`src/rtl/psum_drain_pkg.sv`:
```
// psum_drain_pkg
// Shared types and default sizes for the partial-sum drain sequencer.
//   state_e    : top-level sequencer states (IDLE, SERIAL, XCHG, DIV)
//   tx_phase_e : progress of the outgoing 4-phase handshake
//   *_DEF      : default BW_PSUM / COL / SUM_BW values
package psum_drain_pkg;

   localparam int BW_PSUM_DEF = 20;
   localparam int COL_DEF     = 8;
   localparam int SUM_BW_DEF  = 24;

   typedef enum logic [1:0] {
      ST_IDLE   = 2'd0,
      ST_SERIAL = 2'd1,
      ST_XCHG   = 2'd2,
      ST_DIV    = 2'd3
   } state_e;

   typedef enum logic [1:0] {
      TX_REQ      = 2'd0,
      TX_WAIT_LOW = 2'd1,
      TX_DONE     = 2'd2
   } tx_phase_e;

endpackage

```
`src/rtl/psum_drain_seq_if.sv`:
```
// psum_drain_seq_if
// Bundles the serialized output stream and the peer-sum exchange handshake.
//   nrm_valid/nrm_ready/nrm_data/nrm_last : serialized psum words, one column per beat
//   tx_req/tx_ack/tx_data                 : local sum sent to the peer (4-phase)
//   rx_req/rx_ack/rx_data                 : peer sum received (4-phase)
// Modports: master = sequencer side, slave = downstream consumer / peer side.
interface psum_drain_seq_if
   import psum_drain_pkg::*;
#(
   parameter int BW_PSUM = BW_PSUM_DEF,
   parameter int SUM_BW  = SUM_BW_DEF
);

   logic               nrm_valid;
   logic               nrm_ready;
   logic [BW_PSUM-1:0] nrm_data;
   logic               nrm_last;

   logic               tx_req;
   logic               tx_ack;
   logic [SUM_BW-1:0]  tx_data;

   logic               rx_req;
   logic               rx_ack;
   logic [SUM_BW-1:0]  rx_data;

   modport master (
      output nrm_valid, nrm_data, nrm_last, tx_req, tx_data, rx_ack,
      input  nrm_ready, tx_ack, rx_req, rx_data
   );

   modport slave (
      input  nrm_valid, nrm_data, nrm_last, tx_req, tx_data, rx_ack,
      output nrm_ready, tx_ack, rx_req, rx_data
   );

endinterface

```
`src/rtl/hs4_rx.sv`:
```
// hs4_rx
// Receiving half of a 4-phase handshake: captures one value per row,
// acknowledges it, and flags completion once the sender drops its request.
//   clk, reset    : clock, asynchronous active-low reset
//   enable        : handshake may progress (sequencer in SERIAL or XCHG)
//   clear         : forget any held value, start a fresh exchange
//   rx_req/rx_ack : handshake pair, rx_data captured on the first request
//   value         : captured peer value
//   done          : handshake complete (ack dropped after request fell)
module hs4_rx #(
   parameter int W = 24
) (
   input  logic         clk,
   input  logic         reset,
   input  logic         enable,
   input  logic         clear,
   input  logic         rx_req,
   input  logic [W-1:0] rx_data,
   output logic         rx_ack,
   output logic [W-1:0] value,
   output logic         done
);

   logic held;

   // Capture once per row; a request arriving while a value is already held
   // is left pending so a second peer word can never overwrite the first.
   always_ff @(posedge clk or negedge reset) begin
      if (!reset) begin
         held   <= 1'b0;
         rx_ack <= 1'b0;
         done   <= 1'b0;
         value  <= '0;
      end else if (clear) begin
         held   <= 1'b0;
         rx_ack <= 1'b0;
         done   <= 1'b0;
         value  <= '0;
      end else if (enable) begin
         if (!held && rx_req) begin
            value  <= rx_data;
            held   <= 1'b1;
            rx_ack <= 1'b1;
         end else if (rx_ack && !rx_req) begin
            rx_ack <= 1'b0;
            done   <= 1'b1;
         end
      end
   end

endmodule

```
`src/rtl/psum_drain_seq.sv`:
```
// psum_drain_seq
// Drains one row of partial sums: serializes COL words onto a valid/ready
// stream, accumulates their absolute values, optionally swaps the local sum
// with a peer over 4-phase handshakes, then pulses div with the total.
//   clk, reset          : clock, asynchronous active-low reset
//   load, load_data     : row-load strobe and packed row (column 0 in LSBs)
//   solo                : skip the peer exchange for this row
//   bus (master)        : nrm_* stream, tx_* and rx_* peer handshakes
//   div                 : one-cycle pulse when sum_total is updated
//   sum_total           : local (+ peer) sum, SUM_BW+1 bits, never wraps
//   busy                : sequencer not idle
//   drop_err            : sticky, a load arrived while busy
// Build option: define PSUM_DRAIN_PEER_EN to include the XCHG state and the
// tx/rx handshakes; otherwise every row goes straight from SERIAL to DIV.
module psum_drain_seq
   import psum_drain_pkg::*;
#(
   parameter int BW_PSUM = BW_PSUM_DEF,
   parameter int COL     = COL_DEF,
   parameter int SUM_BW  = SUM_BW_DEF
) (
   input  logic                   clk,
   input  logic                   reset,
   input  logic                   load,
   input  logic [COL*BW_PSUM-1:0] load_data,
   input  logic                   solo,
   psum_drain_seq_if.master       bus,
   output logic                   div,
   output logic [SUM_BW:0]        sum_total,
   output logic                   busy,
   output logic                   drop_err
);

   localparam int CW = $clog2(COL);
   localparam logic [CW-1:0] LAST_COL = CW'(COL - 1);

   state_e                        state;
   logic [COL-1:0][BW_PSUM-1:0]   row;
   logic [CW-1:0]                 col_cnt;
   logic [SUM_BW-1:0]             local_sum;
   logic [BW_PSUM-1:0]            cur_word;
   logic [BW_PSUM-1:0]            word_abs;
   logic [SUM_BW-1:0]             next_local;
   logic                          skip_peer;
   logic                          xchg_done;
   logic [SUM_BW:0]               peer_total;

   assign cur_word      = row[col_cnt];
   assign bus.nrm_data  = cur_word;
   assign bus.nrm_valid = (state == ST_SERIAL);
   assign bus.nrm_last  = (state == ST_SERIAL) && (col_cnt == LAST_COL);
   assign busy          = (state != ST_IDLE);
   assign div           = (state == ST_DIV);

   // Magnitude treated as unsigned so the most negative word maps to
   // 2^(BW_PSUM-1) exactly instead of overflowing back to itself.
   assign word_abs   = cur_word[BW_PSUM-1] ? (~cur_word + BW_PSUM'(1)) : cur_word;
   assign next_local = local_sum + SUM_BW'(word_abs);

`ifdef PSUM_DRAIN_PEER_EN
   tx_phase_e         tx_phase;
   logic              rx_done;
   logic [SUM_BW-1:0] rx_value;

   assign skip_peer   = solo;
   assign bus.tx_req  = (state == ST_XCHG) && (tx_phase == TX_REQ);
   assign bus.tx_data = local_sum;
   assign xchg_done   = (tx_phase == TX_DONE) && rx_done;
   assign peer_total  = (SUM_BW+1)'(local_sum) + (SUM_BW+1)'(rx_value);

   // Outgoing handshake only runs in XCHG; it restarts with every new row.
   always_ff @(posedge clk or negedge reset) begin
      if (!reset) begin
         tx_phase <= TX_REQ;
      end else if ((state == ST_IDLE) && load) begin
         tx_phase <= TX_REQ;
      end else if (state == ST_XCHG) begin
         case (tx_phase)
            TX_REQ:      if (bus.tx_ack)  tx_phase <= TX_WAIT_LOW;
            TX_WAIT_LOW: if (!bus.tx_ack) tx_phase <= TX_DONE;
            default:     tx_phase <= tx_phase;
         endcase
      end
   end

   // The peer may start sending as soon as serialization begins, so the
   // receiver is live in both SERIAL and XCHG.
   hs4_rx #(.W(SUM_BW)) u_rx (
      .clk     (clk),
      .reset   (reset),
      .enable  ((state == ST_SERIAL) || (state == ST_XCHG)),
      .clear   ((state == ST_IDLE) && load),
      .rx_req  (bus.rx_req),
      .rx_data (bus.rx_data),
      .rx_ack  (bus.rx_ack),
      .value   (rx_value),
      .done    (rx_done)
   );
`else
   logic unused_peer;

   assign skip_peer   = 1'b1;
   assign bus.tx_req  = 1'b0;
   assign bus.tx_data = '0;
   assign bus.rx_ack  = 1'b0;
   assign xchg_done   = 1'b0;
   assign peer_total  = (SUM_BW+1)'(local_sum);
   assign unused_peer = ^{solo, bus.tx_ack, bus.rx_req, bus.rx_data};
`endif

   // Main sequencer. sum_total is written only on entry to DIV so it holds
   // the last result until the next row finishes.
   always_ff @(posedge clk or negedge reset) begin
      if (!reset) begin
         state     <= ST_IDLE;
         row       <= '0;
         col_cnt   <= '0;
         local_sum <= '0;
         sum_total <= '0;
      end else begin
         case (state)
            ST_IDLE: begin
               if (load) begin
                  row       <= load_data;
                  local_sum <= '0;
                  col_cnt   <= '0;
                  state     <= ST_SERIAL;
               end
            end
            ST_SERIAL: begin
               if (bus.nrm_ready) begin
                  local_sum <= next_local;
                  if (col_cnt == LAST_COL) begin
                     if (skip_peer) begin
                        sum_total <= (SUM_BW+1)'(next_local);
                        state     <= ST_DIV;
                     end else begin
                        state <= ST_XCHG;
                     end
                  end else begin
                     col_cnt <= col_cnt + CW'(1);
                  end
               end
            end
            ST_XCHG: begin
               if (xchg_done) begin
                  sum_total <= peer_total;
                  state     <= ST_DIV;
               end
            end
            ST_DIV: begin
               state <= ST_IDLE;
            end
            default: begin
               state <= ST_IDLE;
            end
         endcase
      end
   end

   // A load is only honoured in IDLE; anything else is remembered as an error.
   always_ff @(posedge clk or negedge reset) begin
      if (!reset) begin
         drop_err <= 1'b0;
      end else if (load && (state != ST_IDLE)) begin
         drop_err <= 1'b1;
      end
   end

endmodule

```
`src/flat_wrapper.sv`:
```
// flat-port wrapper written by rule: the top's interface ports become plain ports
module psum_drain_seq_flat import psum_drain_pkg::*;
#(
   parameter int BW_PSUM = BW_PSUM_DEF,
   parameter int COL     = COL_DEF,
   parameter int SUM_BW  = SUM_BW_DEF
)
  (clk, reset, load, load_data, solo, div, sum_total, busy, drop_err, bus_nrm_valid, bus_nrm_data, bus_nrm_last, bus_tx_req, bus_tx_data, bus_rx_ack, bus_nrm_ready, bus_tx_ack, bus_rx_req, bus_rx_data);
  psum_drain_seq_if #(.BW_PSUM(BW_PSUM), .SUM_BW(SUM_BW)) bus_i ();
  input  logic clk;
  input  logic reset;
  input  logic load;
  input  logic [COL*BW_PSUM-1:0] load_data;
  input  logic solo;
  output logic div;
  output logic [SUM_BW:0] sum_total;
  output logic busy;
  output logic drop_err;
  output wire logic [$bits(bus_i.nrm_valid)-1:0] bus_nrm_valid;
  output wire logic [$bits(bus_i.nrm_data)-1:0] bus_nrm_data;
  output wire logic [$bits(bus_i.nrm_last)-1:0] bus_nrm_last;
  output wire logic [$bits(bus_i.tx_req)-1:0] bus_tx_req;
  output wire logic [$bits(bus_i.tx_data)-1:0] bus_tx_data;
  output wire logic [$bits(bus_i.rx_ack)-1:0] bus_rx_ack;
  input wire logic [$bits(bus_i.nrm_ready)-1:0] bus_nrm_ready;
  input wire logic [$bits(bus_i.tx_ack)-1:0] bus_tx_ack;
  input wire logic [$bits(bus_i.rx_req)-1:0] bus_rx_req;
  input wire logic [$bits(bus_i.rx_data)-1:0] bus_rx_data;
  assign bus_nrm_valid = bus_i.nrm_valid;
  assign bus_nrm_data = bus_i.nrm_data;
  assign bus_nrm_last = bus_i.nrm_last;
  assign bus_tx_req = bus_i.tx_req;
  assign bus_tx_data = bus_i.tx_data;
  assign bus_rx_ack = bus_i.rx_ack;
  assign bus_i.nrm_ready = bus_nrm_ready;
  assign bus_i.tx_ack = bus_tx_ack;
  assign bus_i.rx_req = bus_rx_req;
  assign bus_i.rx_data = bus_rx_data;
  psum_drain_seq #(.BW_PSUM(BW_PSUM), .COL(COL), .SUM_BW(SUM_BW)) u_core (.clk(clk), .reset(reset), .load(load), .load_data(load_data), .solo(solo), .bus(bus_i), .div(div), .sum_total(sum_total), .busy(busy), .drop_err(drop_err));
endmodule
```
`config.mk`:
```
export PLATFORM = sky130hd
export DESIGN_NAME = psum_drain_seq_flat
export DESIGN_NICKNAME = d
export VERILOG_FILES = /design/src/rtl/psum_drain_pkg.sv /design/src/rtl/psum_drain_seq_if.sv /design/src/rtl/hs4_rx.sv /design/src/rtl/psum_drain_seq.sv /design/src/flat_wrapper.sv
export SDC_FILE = /design/constraint.sdc
export NUM_CORES = 1
export LEC_CHECK = 0
export ABC_CLOCK_PERIOD_IN_PS = 4200
export CORE_MARGIN = 2
export CORE_UTILIZATION = 40
export DETAILED_ROUTE_END_ITERATION = 6
export PLACE_DENSITY = 0.68
export SLEW_MARGIN = 20
export SYNTH_ARGS = -nofsm -noshare
export SYNTH_HDL_FRONTEND = slang
export SYNTH_SLANG_ARGS = --single-unit
```
`constraint.sdc`:
```
create_clock -name clk -period 4.2 [get_ports clk]
set_input_delay 0.84 -clock clk [delete_from_list [all_inputs] [get_ports clk]]
set_output_delay 0.84 -clock clk [all_outputs]
set_load 0.005 [all_outputs]
```
==> out/results.ini <==
[clocking]
cts_hold_buf = 0
clock_sinks = 214
path_clk_slew_ns = 0.06
cts-root-buf = clkbuf_16
cts_buffers = 25
clockBufferDepth = 3
htreeDepth = 1
insertion_delay_ns = 0.52
cts_tree = yes

[flow_run]
max-cap-violations = 0

[place]
post-place-ws_ns = -0.0790
port_buffers = 212
dpl.hpwl_um = 23400
gp_congestion = 0.831
dp_cells = 1609

[yosys]
synth-main-ff-cell = dfrtp_1
syn_area_per_cell_um2 = 11.9
synthDistinctLibCells = 65
synthTopCellsByCount = dfrtp_1 (214), mux2_2 (165), nand2_1 (95)
synth-edff-count = 0
synth_top_area_share_pct = 47.5
yosys-top-cells-area = dfrtp_1 (47%), mux2_2 (16%), mux4_2 (5.2%)
synth_top_cell_by_area = dfrtp_1
ys_seq_area_share_pct = 47.5
synthArstFlopShare_pct = 100
yosys_warnings = 0
synthCells = 951
synth.most_common_cell = dfrtp_1
synthesis.area_mm2 = 0.0113
ys_seq_elements = 214

[drt]
vias = 8573
post_drt_via_cell_ratio = 5.12
avgRoutedWirePerCell_um = 18.5
ant_nets = 0
drtIter0Drc = 385
dr.pass1.iters = 5
drt-total-wl_um = 31000
drc = 0

[layout]
final_util_pct = 56.9
nets = 1497
area_growth_pct = 40.3
drive_gt1_share_pct = 34.2
fillers = 2367
layout.cells.non_filler = 1673

[setup_path]
critPathKind = reg -> reg
regToRegSetupSlack_ns = 0.06
start_kind = register
end_kind = register
arrival_ns = 4.55
path_max_fanout = 8
cp.required_ns = 4.61

[timing]
setup_violations = 0
worstMarginPinSlew_ns = 1.02
rsz0062_at_grt = true
hold_violations = 0
fin_crit_sh_pct = 98.6
post-route-min-period_ns = 4.14
final.setup.tns_ns = 0
fmax_mhz = 242
worst_slack_ns = 0.0594
skew_ns = 0.00844
timing.slew.headroom_pct = 32.1
slew_violations = 0

[floorplan]
dieArea_mm2 = 0.0295
fp.dieH_um = 172
core.rowCount = 61
die_w_um = 172
start_util_pct = 40.6
io_pins = 267
core-area_mm2 = 0.0278

[global_routing]
grt_overflow = 0
grt_pass1_vias = 8596
antenna_found_initial = 5
grt_usage_pct = 20.8
grt_pass1_wl_um = 47500
grt_max_degree = 161

[worst_hold_path]
hold_class = in -> async

[outcome]
outcome = finished, final reports clean

final cells by class:
cell class / instances / area [µm²] / share of cell area (%)
Inverter: 17 / 63.8 / 0.403
Clock inverter: 10 / 108 / 0.680
Clock buffer: 33 / 696 / 4.40
Multi-Input combinational cell: 666 / 5780 / 36.6
Tap cell: 378 / 473 / 2.99
Timing Repair Buffer: 354 / 3330 / 21.1
Sequential cell: 214 / 5360 / 33.9
Antenna cell: 1 / 2.50 / 0.0158
kinds of logic (layout without fill, tap and decap cells):
family          after synthesis  after routing  share of synthesized area (%)
compound gates              155            155                           9.14
fa+ha+maj                    28             28                           3.17
simple gates                200            200                           8.41
mux                         219            219                           24.2
xor+xnor                     37             37                           2.87
buf+inv                      97            414                           4.71
other cells                   1             28                         0.0333
flops                       214            214                           47.5
final timing paths:
path | from | endpoint | cells after the start
worst min-delay path | reset | u_core.state[0] | 1
worst max register to register | u_core.col_cnt[0] | u_core.sum_total[23] | 16
min in group clk | u_core.drop_err | u_core.drop_err | 1
worst min register to register | u_core.drop_err | u_core.drop_err | 1
max in group asynchronous | reset | u_core.row[33] | 2
worst max-delay path | u_core.col_cnt[0] | u_core.sum_total[23] | 16
per-layer routing:
| layer | vias to the layer above | wire [µm] | GRT usage (%) |
|---|---|---|---|
| li1 | 4049 | - | - |
| met1 | 4251 | 13400 | 27.8 |
| met2 | 218 | 14900 | 34.8 |
| met3 | 51 | 1950 | 4.69 |
| met4 | 4 | 629 | 4.68 |
| met5 | - | 27 | 0 |
timing repair:
action,4_1_cts,5_1_grt
buffers inserted,5,15
resized for setup,5,65
setup endpoints to repair,11,30
cloned,0,1
pin swaps,3,41
state kept, by name, summed over array words and instances (netlist names):
name              flops
u_core.state          2
u_core.sum_total     24
u_core.row          160
u_core.local_sum     24
u_core.col_cnt        3
u_core.drop_err       1
critical path: stages, from the launching register on:
cell and delay (ns):
dfrtp_1 0.40, buf_12 0.17, mux4_2 0.49, o21ai_1 0.29, ha_2 0.28, and2_4 0.16, buf_4 0.10, a31oi_1 0.08
xor2_1 0.19, ha_1 0.35, a21oi_1 0.16, o21ai_1 0.10, or3_1 0.35, o21ai_2 0.21, nand2_1 0.09, or3_1 0.37
a32o_1 0.25
layout by cell type (no fill, tap or decap), drive strengths merged, types with 4 or more instances in the layout:
cell	count
a31oi	8
nand3	16
a211oi	4
nand2	95
clkbuf	34
or3	9
mux4	26
a21oi	29
nand4	9
a21o	9
dfrtp	214
ha	27
o21ai	54
nor2	25
and2	7
a221oi	7
a31o	4
clkdlybuf4s50	211
o21a	4
o311a	4
a22oi	5
nor3	14
mux2	165
mux2i	28
conb	27
buf	142
inv	17
and3	9
or2	4
xnor2	18
clkinv	8
xor2	19
o211ai	4
through the flow:
step / hold slack [ns] / cell area, µm²
6_report: 0.368 / 15800
5_1_grt: 0.431 / 15800
4_1_cts: 0.420 / 15400
3_5_place_dp: 0.460 / 14500
3_3_place_gp: 0.442 / 14500
2_1_floorplan: 0.439 / 11400
Power is left out: the tool's default activity adds up to more than one toggle a clock period on the data nets, which glitch-free logic cannot reach.
